## config.mk

```make
export PLATFORM = sky130hd
export DESIGN_NAME = apb_multi_slave_top_flat
export DESIGN_NICKNAME = d
export VERILOG_FILES = /design/src/rtl/apb_multi_slave_top_if.sv /design/src/rtl/apb_multi_slave_top.sv /design/src/flat_wrapper.sv
export SDC_FILE = /design/constraint.sdc
export NUM_CORES = 1
export LEC_CHECK = 0
export ABC_AREA = 1
export ABC_CLOCK_PERIOD_IN_PS = 25500
export CAP_MARGIN = 5
export CORE_MARGIN = 2
export CORE_UTILIZATION = 63
export DETAILED_ROUTE_END_ITERATION = 8
export HOLD_SLACK_MARGIN = 0.12
export PLACE_DENSITY = 0.84
export SYNTH_ARGS = -nofsm -noshare
export SYNTH_HDL_FRONTEND = slang
export SYNTH_SLANG_ARGS = --single-unit
```

## constraint.sdc

```tcl
create_clock -name pclk -period 25.5 [get_ports pclk]
set_input_delay 2.55 -clock pclk [delete_from_list [all_inputs] [get_ports pclk]]
set_output_delay 2.55 -clock pclk [all_outputs]
set_load 0.01 [all_outputs]
```

## src/rtl/apb_multi_slave_top_if.sv

```systemverilog
// ---------------------------------------------------------------------------
// apb_multi_slave_top_if
// Command/response port of apb_multi_slave_top plus the APB observation
// signals.
//   req_valid/req_write/req_addr/req_wdata : request from requester
//   req_ready                              : subsystem idle, request accepted
//   rsp_valid/rsp_rdata/rsp_err            : one-cycle completion report
//   psel/penable/pready                    : APB observation outputs
// Modports: master = requester side, slave = subsystem side.
// ---------------------------------------------------------------------------
interface apb_multi_slave_top_if #(
    parameter int unsigned ADDR_W     = 8,
    parameter int unsigned DATA_W     = 8,
    parameter int unsigned NUM_SLAVES = 4
);
    logic                  req_valid;
    logic                  req_write;
    logic [ADDR_W-1:0]     req_addr;
    logic [DATA_W-1:0]     req_wdata;
    logic                  req_ready;
    logic                  rsp_valid;
    logic [DATA_W-1:0]     rsp_rdata;
    logic                  rsp_err;
    logic [NUM_SLAVES-1:0] psel;
    logic                  penable;
    logic                  pready;

    modport master (
        output req_valid, req_write, req_addr, req_wdata,
        input  req_ready, rsp_valid, rsp_rdata, rsp_err, psel, penable, pready
    );

    modport slave (
        input  req_valid, req_write, req_addr, req_wdata,
        output req_ready, rsp_valid, rsp_rdata, rsp_err, psel, penable, pready
    );
endinterface

```

## src/rtl/apb_multi_slave_top.sv

```systemverilog
// ---------------------------------------------------------------------------
// apb_multi_slave_top
// Request-driven APB master, address decoder and NUM_SLAVES register-file
// slaves in one block. Each accepted request becomes one SETUP + ACCESS
// transfer; out-of-range addresses complete in the first ACCESS cycle with
// PSLVERR.
// Ports:
//   pclk   : clock, rising edge
//   preset : asynchronous active-high reset (clears FSM and all arrays)
//   bus    : apb_multi_slave_top_if.slave (request/response + observation)
// Build option:
//   APB_WAIT_STATE_EN : when defined, in-range transfers insert WAIT_CYCLES
//                       ACCESS wait states using a shared counter; when
//                       undefined, pready is high in every ACCESS cycle.
// DEPTH must be a power of 2 and at least 2.
// ---------------------------------------------------------------------------
module apb_multi_slave_top #(
    parameter int unsigned ADDR_W      = 8,
    parameter int unsigned DATA_W      = 8,
    parameter int unsigned NUM_SLAVES  = 4,
    parameter int unsigned DEPTH       = 16,
    parameter int unsigned WAIT_CYCLES = 2
) (
    input logic                  pclk,
    input logic                  preset,
    apb_multi_slave_top_if.slave bus
);
    localparam int unsigned OFF_W = $clog2(DEPTH);

    typedef enum logic [1:0] {StIdle, StSetup, StAccess} state_e;

    state_e state_q, state_d;

    logic [ADDR_W-1:0] addr_q;
    logic [DATA_W-1:0] wdata_q;
    logic              write_q;
    logic              rsp_valid_q;
    logic [DATA_W-1:0] rsp_rdata_q;
    logic              rsp_err_q;

    logic [ADDR_W-1:0]     slv_idx;
    logic [OFF_W-1:0]      offset;
    logic                  in_range;
    logic [NUM_SLAVES-1:0] sel_dec;
    logic                  access;
    logic                  wait_done;
    logic                  pready;
    logic                  done;
    logic [DATA_W-1:0]     prdata;
    logic [DATA_W-1:0]     slv_rdata [NUM_SLAVES];

    // Decode of the registered address.
    assign slv_idx  = addr_q >> OFF_W;
    assign offset   = addr_q[OFF_W-1:0];
    assign in_range = slv_idx < ADDR_W'(NUM_SLAVES);
    assign access   = (state_q == StAccess);

`ifdef APB_WAIT_STATE_EN
    logic [3:0] count_q;

    always_ff @(posedge pclk or posedge preset) begin
        if (preset) begin
            count_q <= '0;
        end else begin
            count_q <= access ? count_q + 4'd1 : 4'd0;
        end
    end

    assign wait_done = (count_q == 4'(WAIT_CYCLES));
`else
    // Wait states compiled out; keep the parameter referenced.
    logic unused_wait_cfg;
    assign unused_wait_cfg = ^4'(WAIT_CYCLES);
    assign wait_done       = 1'b1;
`endif

    // Out-of-range transfers complete immediately with an error.
    assign pready = access && (!in_range || wait_done);
    assign done   = access && pready;

    // Register-file slaves.
    for (genvar g = 0; g < NUM_SLAVES; g++) begin : g_slave
        logic [DATA_W-1:0] mem_q [DEPTH];

        assign sel_dec[g] = in_range && (slv_idx == ADDR_W'(g));

        always_ff @(posedge pclk or posedge preset) begin
            if (preset) begin
                mem_q <= '{default: '0};
            end else if (sel_dec[g] && done && write_q) begin
                mem_q[offset] <= wdata_q;
            end
        end

        assign slv_rdata[g] = sel_dec[g] ? mem_q[offset] : '0;
    end

    // At most one slave is selected, so an OR acts as the read mux.
    always_comb begin
        prdata = '0;
        for (int unsigned s = 0; s < NUM_SLAVES; s++) begin
            prdata = prdata | slv_rdata[s];
        end
    end

    always_comb begin
        state_d = state_q;
        unique case (state_q)
            StIdle:   if (bus.req_valid) state_d = StSetup;
            StSetup:  state_d = StAccess;
            StAccess: if (pready) state_d = StIdle;
            default:  state_d = StIdle;
        endcase
    end

    always_ff @(posedge pclk or posedge preset) begin
        if (preset) begin
            state_q     <= StIdle;
            addr_q      <= '0;
            wdata_q     <= '0;
            write_q     <= 1'b0;
            rsp_valid_q <= 1'b0;
            rsp_rdata_q <= '0;
            rsp_err_q   <= 1'b0;
        end else begin
            state_q     <= state_d;
            rsp_valid_q <= done;
            if (state_q == StIdle && bus.req_valid) begin
                addr_q  <= bus.req_addr;
                wdata_q <= bus.req_wdata;
                write_q <= bus.req_write;
            end
            if (done) begin
                rsp_rdata_q <= (write_q || !in_range) ? '0 : prdata;
                rsp_err_q   <= !in_range;
            end
        end
    end

    assign bus.req_ready = (state_q == StIdle);
    assign bus.rsp_valid = rsp_valid_q;
    assign bus.rsp_rdata = rsp_rdata_q;
    assign bus.rsp_err   = rsp_err_q;
    assign bus.psel      = (state_q == StIdle) ? '0 : sel_dec;
    assign bus.penable   = access;
    assign bus.pready    = pready;
endmodule

```

## src/flat_wrapper.sv

```systemverilog
// flat-port wrapper written by rule: the top's interface ports become plain ports
module apb_multi_slave_top_flat 
#(
    parameter int unsigned ADDR_W      = 8,
    parameter int unsigned DATA_W      = 8,
    parameter int unsigned NUM_SLAVES  = 4,
    parameter int unsigned DEPTH       = 16,
    parameter int unsigned WAIT_CYCLES = 2
)
  (pclk, preset, bus_req_valid, bus_req_write, bus_req_addr, bus_req_wdata, bus_req_ready, bus_rsp_valid, bus_rsp_rdata, bus_rsp_err, bus_psel, bus_penable, bus_pready);
  apb_multi_slave_top_if #(.ADDR_W(ADDR_W), .DATA_W(DATA_W), .NUM_SLAVES(NUM_SLAVES)) bus_i ();
  input logic pclk;
  input logic preset;
  input wire logic [$bits(bus_i.req_valid)-1:0] bus_req_valid;
  input wire logic [$bits(bus_i.req_write)-1:0] bus_req_write;
  input wire logic [$bits(bus_i.req_addr)-1:0] bus_req_addr;
  input wire logic [$bits(bus_i.req_wdata)-1:0] bus_req_wdata;
  output wire logic [$bits(bus_i.req_ready)-1:0] bus_req_ready;
  output wire logic [$bits(bus_i.rsp_valid)-1:0] bus_rsp_valid;
  output wire logic [$bits(bus_i.rsp_rdata)-1:0] bus_rsp_rdata;
  output wire logic [$bits(bus_i.rsp_err)-1:0] bus_rsp_err;
  output wire logic [$bits(bus_i.psel)-1:0] bus_psel;
  output wire logic [$bits(bus_i.penable)-1:0] bus_penable;
  output wire logic [$bits(bus_i.pready)-1:0] bus_pready;
  assign bus_i.req_valid = bus_req_valid;
  assign bus_i.req_write = bus_req_write;
  assign bus_i.req_addr = bus_req_addr;
  assign bus_i.req_wdata = bus_req_wdata;
  assign bus_req_ready = bus_i.req_ready;
  assign bus_rsp_valid = bus_i.rsp_valid;
  assign bus_rsp_rdata = bus_i.rsp_rdata;
  assign bus_rsp_err = bus_i.rsp_err;
  assign bus_psel = bus_i.psel;
  assign bus_penable = bus_i.penable;
  assign bus_pready = bus_i.pready;
  apb_multi_slave_top #(.ADDR_W(ADDR_W), .DATA_W(DATA_W), .NUM_SLAVES(NUM_SLAVES), .DEPTH(DEPTH), .WAIT_CYCLES(WAIT_CYCLES)) u_core (.pclk(pclk), .preset(preset), .bus(bus_i));
endmodule
```

## Word-level counts from Yosys, hierarchy flattened

Cells that the tools add are included.

- Magnitude comparators: 3
- Reduce and logical (&&, ||, !) cells: 18
- Equal/unequal tests: 6
- Muxes and demuxes: 26
- Bitwise operators: 4

Operator list:

| operator | count |
|---|---|
| 128-bit bitwise mux | 4 |
| 8-bit binary-select mux with 4-bit select | 4 |
| 8-bit 2-to-1 mux | 14 |
| 8-bit demux with 4-bit select | 1 |
| 8-bit bitwise OR | 3 |
| 1-bit logical AND | 14 |
| 4-bit by 2-bit == test with 1-bit output, second input constant | 2 |
| 8-bit logical NOT | 1 |
| 5-bit >= comparator, second input constant | 1 |
| 5-bit by 1-bit < comparator with 1-bit output, second input constant | 1 |
| 4-bit NOT with 5-bit output | 1 |
| 4-bit by 1-bit == test with 1-bit output, second input constant | 1 |
| 4-bit by 3-bit < comparator with 1-bit output, second input constant | 1 |
| 4-bit 2-to-1 mux | 1 |
| 2-bit one-hot mux with 2 select lines | 1 |
| 2-bit by 1-bit == test with 1-bit output, second input constant | 1 |
| 2-bit == test, second input constant | 1 |
| 2-bit logical NOT | 1 |
| 2-bit 2-to-1 mux | 1 |
| 2-bit != test, second input constant | 1 |
| 1-bit logical NOT | 1 |
| 1-bit logical OR | 1 |

- Output and inout port bits: 17
- Flip-flop bits (word level): 541
- Logic and storage cells: 128
- Input port bits: 20

## Logic depth before layout (Yosys ltp)

Gate-level depths: netlist of the first run.

- Word-level depth: 9
- Depth in mapped cells: 16
- Mapped depth without buffers: 13

## Worst setup path after synthesis of the first run

No wires, ideal clock.

- Path type: reg-to-output
- Start point: register u_core.addr_q[7]
- End point: output bus_psel[0]
- Required time: 22.950 ns
- Arrival time: 0.971 ns
- Path buffers: 0
- Setup slack: 21.979 ns
- Cell stages (with the launch flop): 4
- Cell sequence: dfrtp_1 > nor2_4 > nand3_2 > nor2_1

- Longest elaborated chain between the ends: 3
- Elaborated cells between the ends (all ways): 4

Ends and longest elaborated chain:

| element | line | RTL |
|---|---|---|
| start, declared | apb_multi_slave_top.sv:34 | `logic [ADDR_W-1:0] addr_q;` |
| start signal, assigned | apb_multi_slave_top.sv:129 | `addr_q <= bus.req_addr;` |
| 4-bit by 3-bit < comparator with 1-bit output / 8-bit logical NOT (equally long branches) | apb_multi_slave_top.sv:55, apb_multi_slave_top.sv:85 |  |
| 1-bit logical AND * | apb_multi_slave_top.sv:85 | `assign sel_dec[g] = in_range && (slv_idx == ADDR_W'(g));` |
| 4-bit 2-to-1 mux * | apb_multi_slave_top.sv:144 | `assign bus.psel = (state_q == StIdle) ? '0 : sel_dec;` |
| end, declared | flat_wrapper.sv:22 | `output wire logic [$bits(bus_i.psel)-1:0] bus_psel;` |

Every way passes the cells marked *; elsewhere a longest branch is shown, timed or not.

==> results.cfg, run 1 <==
[synthesis]
synth_top_area_frac = 0.535
ys_seq_area_frac = 0.535
synth_fp_nets = 3421
yosys_warnings = 0
yosysUniqueCellTypes = 18
synth_seq_cells = 541
yosys-top-cells-area = dfrtp_1 54%, nand2_1 28%, o21ai_0 6.7%, o21ai_1 3.7%, clkbuf_1 1.9%
postSynthCellCount = 3401
synth_area_leader_cell = dfrtp_1
avgSynthCellArea_sq_um = 7.44
netlist_area_sq_um = 25300

[critical_path]
crit_path_start_kind = primary input
endpoint_kind = asynchronous set/reset pin
r2r_start = u_core.addr_q[0]$_DFFE_PP0P_
path_delay_family = buffers and inverters
slowest_delay_ns = 0.97
worst_path_most_repeated_cell = buf_4
path_class = in -> async
crit_chain = clkdlybuf4s50_1 > inv_8 > buf_4 > buf_4
cp_num_buf_inv = 4
crit_path_start = preset
required_ns = 26.06
cp_max_fo = 89
cp.arrival_ns = 5.44
slowest_stage = buf_4

[sta]
min_period_ns = 4.88
worst_slack_ns = 20.62
setup_tns_ns = 0
setup_viol = 0
clock.fmax_mhz = 205
tightest_slew_ns = 1.28
post-route-period-util = 0.191
hold_ws_ns = 0.458
rsz0062_at_grt = false
hold_viol = 0
slew_viol_final = 0
max-slew-margin-rel = 0.147
finClkSkew_ns = 0.0162

[clock_tree]
cts_resized = 0
numCtsBuffers = 55
clkLatencyLatePin_ns = 0.61
cts.sinks = 541
clockBufferDepth = 3
holdBufCountCts = 0
cts_tree = yes
clk_pin_slew_ns = 0.06
cts-root-buf = clkbuf_16
htreeDepth = 2
post_cts_buffers = 0

[final_layout]
drive_above_1_share = 0.0570
instances_no_fill = 3859
seq_area_sq_um = 13500
fillerInstances = 3097
fin_nets = 3308
area_delta_synth_final_pct = 8.62
final_cell_area_sq_um = 27500
fin_util = 0.693
antenna_cells = 0
multiInputGateArea_sq_um = 10700

[floorplan]
die_area_sq_um = 41800
die_h_um = 204
fp.coreArea_sq_um = 39600
rows = 73
dieWidth_um = 204
io_pins = 37
start_util = 0.638

[global_routing]
gr-total-overflow = 0
grt_use_total = 0.339
grt_pass1_wl_mm = 112
grt_pass1_vias = 21550
grt_max_degree = 208
antenna_found_initial = 0

[route]
vias_per_cell = 5.82
vias = 22469
dr.pass1.iters = 8
wl_per_cell_um = 17.8
finalWirelength_mm = 68.8
drc = 0
drtIter0Drc = 2628
final_antenna_net_count = 0

[place]
gp_congestion = 0.926
pre_cts_slack_ns = 19.93
place_area_sq_um = 25500
dp_cells = 3756
dp_hpwl_mm = 39.3
port_buffers = 36

[pwr]
power_frac_seq = 0.437
irDropWorstVdd_mv = 0.0602
clkPwrFrac = 0.409
leakage_nw = 13.9
combPwrFrac = 0.154
sw_frac_of_total = 0.306
power-per-cell-area_nw_per_um2 = 76.8
p_sw_mw = 0.647
p_int_mw = 1.46
p_total_mw = 2.11

[flow_run]
cap_violations = 0

[min_path]
min_from = u_core.state_q[1]$_DFFE_PP0P_
hold_class = reg -> reg

[status]
outcome = finished clean
[synthesized netlist by cell type]
cell type / number
nor4_1: 1
nand3_1: 24
buf_6: 4
nand2_1: 1904
buf_2: 79
o21ai_0: 338
inv_2: 4
nand2_2: 42
nand3_2: 4
buf_4: 3
nor2_1: 96
dfrtp_1: 541
o21ai_1: 188
buf_1: 13
clkbuf_1: 128
nor2_4: 5
inv_1: 18
nor2_2: 9
[sequential cells by signal (all words and copies together) (netlist names)]
name	count
u_core.g_slave.mem_q	512
u_core.addr_q	8
u_core.bus.rsp_rdata	8
u_core.wdata_q	8
u_core.state_q	2
u_core.bus.rsp_err	1
u_core.bus.rsp_valid	1
u_core.write_q	1
[cell type report]
class / count / share of cell area
well taps: 525 / 0.0239
flip-flops and latches: 541 / 0.493
inverters: 22 / 0.00355
clock inverters: 24 / 0.0120
clock buffers: 79 / 0.0589
multi-input cells: 2611 / 0.389
repair buffers: 57 / 0.0193
[worst paths after layout]
path                                                                  to  slack [ns]  cells after the start
worst max-delay path            u_core.g_slave[0].mem_q[108]$_DFFE_PP0P_       20.62                      4
worst min register to register             u_core.state_q[1]$_DFFE_PP0P_        0.46                      1
worst max register to register       u_core.bus.rsp_rdata[4]$_DFFE_PP0P_       21.79                     14
min in group asynchronous        u_core.g_slave[1].mem_q[53]$_DFFE_PP0P_        2.40                      2
worst min-delay path                       u_core.state_q[1]$_DFFE_PP0P_        0.46                      1
max in group pclk                                            bus_psel[0]       20.74                      4
[power by group through the flow]
stage / Clock, mW / Combinational [mW] / Sequential (mW)
final: 0.863 / 0.324 / 0.923
after CTS: 0.865 / 0.316 / 0.922
after global placement: 0 / 0.310 / 0.935
after global routing: 0.902 / 0.347 / 0.926
after floorplan: 0 / 0.219 / 0.925
after detailed placement: 0 / 0.315 / 0.937
[metal layers]
metal  track usage  routed length, um
met5             0                  0
met2         0.531              31600
met1         0.451              27000
met3        0.0686               6840
met4         0.174               3340
[cell usage in the layout, fill, tap and decap left out, drive strengths merged]
cell,count
nand2,1946
dfrtp,541
o21ai,526
nor2,110
clkbuf,79
clkdlybuf4s50,36
nand3,28
inv,23
buf,21
clkinv,13
bufinv,8
clkinvlp,2
nor4,1
[cells by family (layout without fill, tap and decap cells)]
kind of cell	Yosys count	after routing	synth area share
AND/OR/NAND/NOR	2085	2085	0.318
flip-flops	541	541	0.535
AO/OA/AOI/OAI	526	526	0.104
buffers and inverters	249	182	0.0425
Power figures use the tool's default switching activity.
==> run 2, diff against run 1 <==
--- a/config.mk
+++ b/config.mk
@@ -6,13 +6,13 @@
 export NUM_CORES = 1
 export LEC_CHECK = 0
 export ABC_AREA = 1
-export ABC_CLOCK_PERIOD_IN_PS = 25500
+export ABC_CLOCK_PERIOD_IN_PS = 4000
 export CAP_MARGIN = 5
 export CORE_MARGIN = 2
-export CORE_UTILIZATION = 63
+export CORE_UTILIZATION = 57
 export DETAILED_ROUTE_END_ITERATION = 8
 export HOLD_SLACK_MARGIN = 0.12
-export PLACE_DENSITY = 0.84
+export PLACE_DENSITY = 0.8
 export SYNTH_ARGS = -nofsm -noshare
 export SYNTH_HDL_FRONTEND = slang
 export SYNTH_SLANG_ARGS = --single-unit
==> constraint.sdc (replaced) <==
create_clock -name pclk -period 4 [get_ports pclk]
set_input_delay 0.4 -clock pclk [delete_from_list [all_inputs] [get_ports pclk]]
set_output_delay 0.4 -clock pclk [all_outputs]
set_load 0.01 [all_outputs]
==> run 2 against run 1 <==
Net effect: sequential cell count stayed put; design area is 0.84% higher; total power grew to 6.3 times the previous value; cell count is 2.2% higher; combinational power grew to 6.4 times the previous value.
==> results.cfg, run 2 (synthesized netlist as in run 1, its figures left out) <==
[final_layout]
largest_reg_flops = 512
area_delta_synth_final_pct = 9.54
final_common_cell = nand2_1
top_register = u_core.g_slave.mem_q
fillerInstances = 3774
drive_above_1_share = 0.0612
final_cell_mix = 1904 x nand2_1, 539 x dfrtp_1, 338 x o21ai_0
fin_nets = 3326

[floorplan]
fp.coreArea_sq_um = 44000
start_util = 0.574
die_h_um = 215
dieWidth_um = 215
die_area_sq_um = 46100
io_pins = 37
rows = 77

[clock_tree]
clockBufferDepth = 3
cts_tree = yes
cts-root-buf = clkbuf_16
htreeDepth = 2
clkLatencyLatePin_ns = 0.61
cts_resized = 0
holdBufCountCts = 0
cts.sinks = 541
clk_pin_slew_ns = 0.06
post_cts_buffers = 0
numCtsBuffers = 55

[global_routing]
gr-total-overflow = 0
grt_max_degree = 178
antenna_found_initial = 2
grt_pass1_vias = 21355
grt_use_total = 0.309
grt_pass1_wl_mm = 114

[critical_path]
path_class = reg -> out
crit_path_start_kind = register
slowest_stage = clkdlybuf4s50_1
path_delay_family = simple AND/OR/NAND/NOR gates
cp.arrival_ns = 2.61
cp_num_buf_inv = 1
slowest_delay_ns = 0.60
cp_max_fo = 10
required_ns = 3.60
endpoint_kind = output pin
r2r_start = u_core.addr_q[0]$_DFFE_PP0P_
crit_chain = nor2_4 > nand3_2 > nor2_1 > clkdlybuf4s50_1
crit_path_start = u_core.addr_q[7]$_DFFE_PP0P_

[route]
vias_per_cell = 5.69
drtIter0Drc = 3040
wl_per_cell_um = 17.9
final_antenna_net_count = 0
drc = 0
vias = 22442
dr.pass1.iters = 6
finalWirelength_mm = 70.5

[sta]
tightest_slew_ns = 1.22
slew_viol_final = 0
post-route-period-util = 0.752
clock.fmax_mhz = 332
setup_viol = 0
finClkSkew_ns = 0.0149
min_period_ns = 3.01
hold_viol = 0
max-slew-margin-rel = 0.186
rsz0062_at_grt = false
setup_tns_ns = 0

[flow_run]
cap_violations = 0

[place]
gp_congestion = 0.919
port_buffers = 36
dp_hpwl_mm = 42.7

[pwr]
power-per-cell-area_nw_per_um2 = 483
irDropWorstVdd_mv = 0.512
p_total_mw = 13.4
leakage_nw = 13.9

[status]
outcome = finished clean

[min_path]
hold_class = in -> async
[run 2: worst paths after layout]
path                            slack (ns)                                       end  cells after the start
worst min-delay path                  0.22  u_core.g_slave[2].mem_q[112]$_DFFE_PP0P_                      3
max in group asynchronous             2.77   u_core.g_slave[1].mem_q[24]$_DFFE_PP0P_                      3
worst min register to register        0.46             u_core.state_q[1]$_DFFE_PP0P_                      1
worst max-delay path                  0.99                               bus_psel[2]                      4
worst max register to register        1.12       u_core.bus.rsp_rdata[2]$_DFFE_PP0P_                     14
min in group pclk                     0.32              u_core.addr_q[7]$_DFFE_PP0P_                      3
[run 2: layout make-up]
type,instances,area (sq um),area share
Antenna cell,1,2.50,0.0000903
Timing Repair Buffer,75,753,0.0272
Sequential cell,541,13500,0.489
Tap cell,592,741,0.0267
Inverter,22,93.8,0.00339
Clock inverter,19,230,0.00831
Multi-Input combinational cell,2611,10700,0.386
Clock buffer,83,1650,0.0597
[run 2: report_power, final]
part / switching (mW) / total [mW] / internal (mW) / leakage, nW
sequential: 0.243 / 5.94 / 5.70 / 7.51
clock: 2.18 / 5.35 / 3.17 / 0.933
combinational: 1.72 / 2.08 / 0.360 / 5.49
total: 4.15 / 13.4 / 9.23 / 13.9
[run 2: per-stage QoR]
| stage | util | hold slack, ns | cell area [sq um] | std cells | setup slack [ns] |
|---|---|---|---|---|---|
| 2_1_floorplan | - | 0.422 | 25300 | 3401 | -3.76 |
| 6_report | 0.629 | 0.223 | 27700 | 3944 | 0.992 |
| 5_1_grt | 0.629 | 0.246 | 27700 | 3943 | 1.01 |
| 3_3_place_gp | 0.586 | 0.432 | 25800 | 3841 | 1.20 |
| 3_5_place_dp | 0.586 | 0.443 | 25800 | 3841 | 1.25 |
| 4_1_cts | 0.629 | 0.228 | 27700 | 3943 | 1.05 |
[run 2: per-layer routing]
metal  share of wire  global-route usage  routed length, um
met5         0.00018                   0                 13
met4           0.034               0.115               2420
met3            0.10              0.0641               7030
met2            0.45               0.476              31900
met1            0.41               0.434              29100
[run 2: worst min-delay path, cell delays in order]
cell	delay [ns]
clkdlybuf4s50_1	0.44
clkinvlp_4	0.13
buf_12	0.22
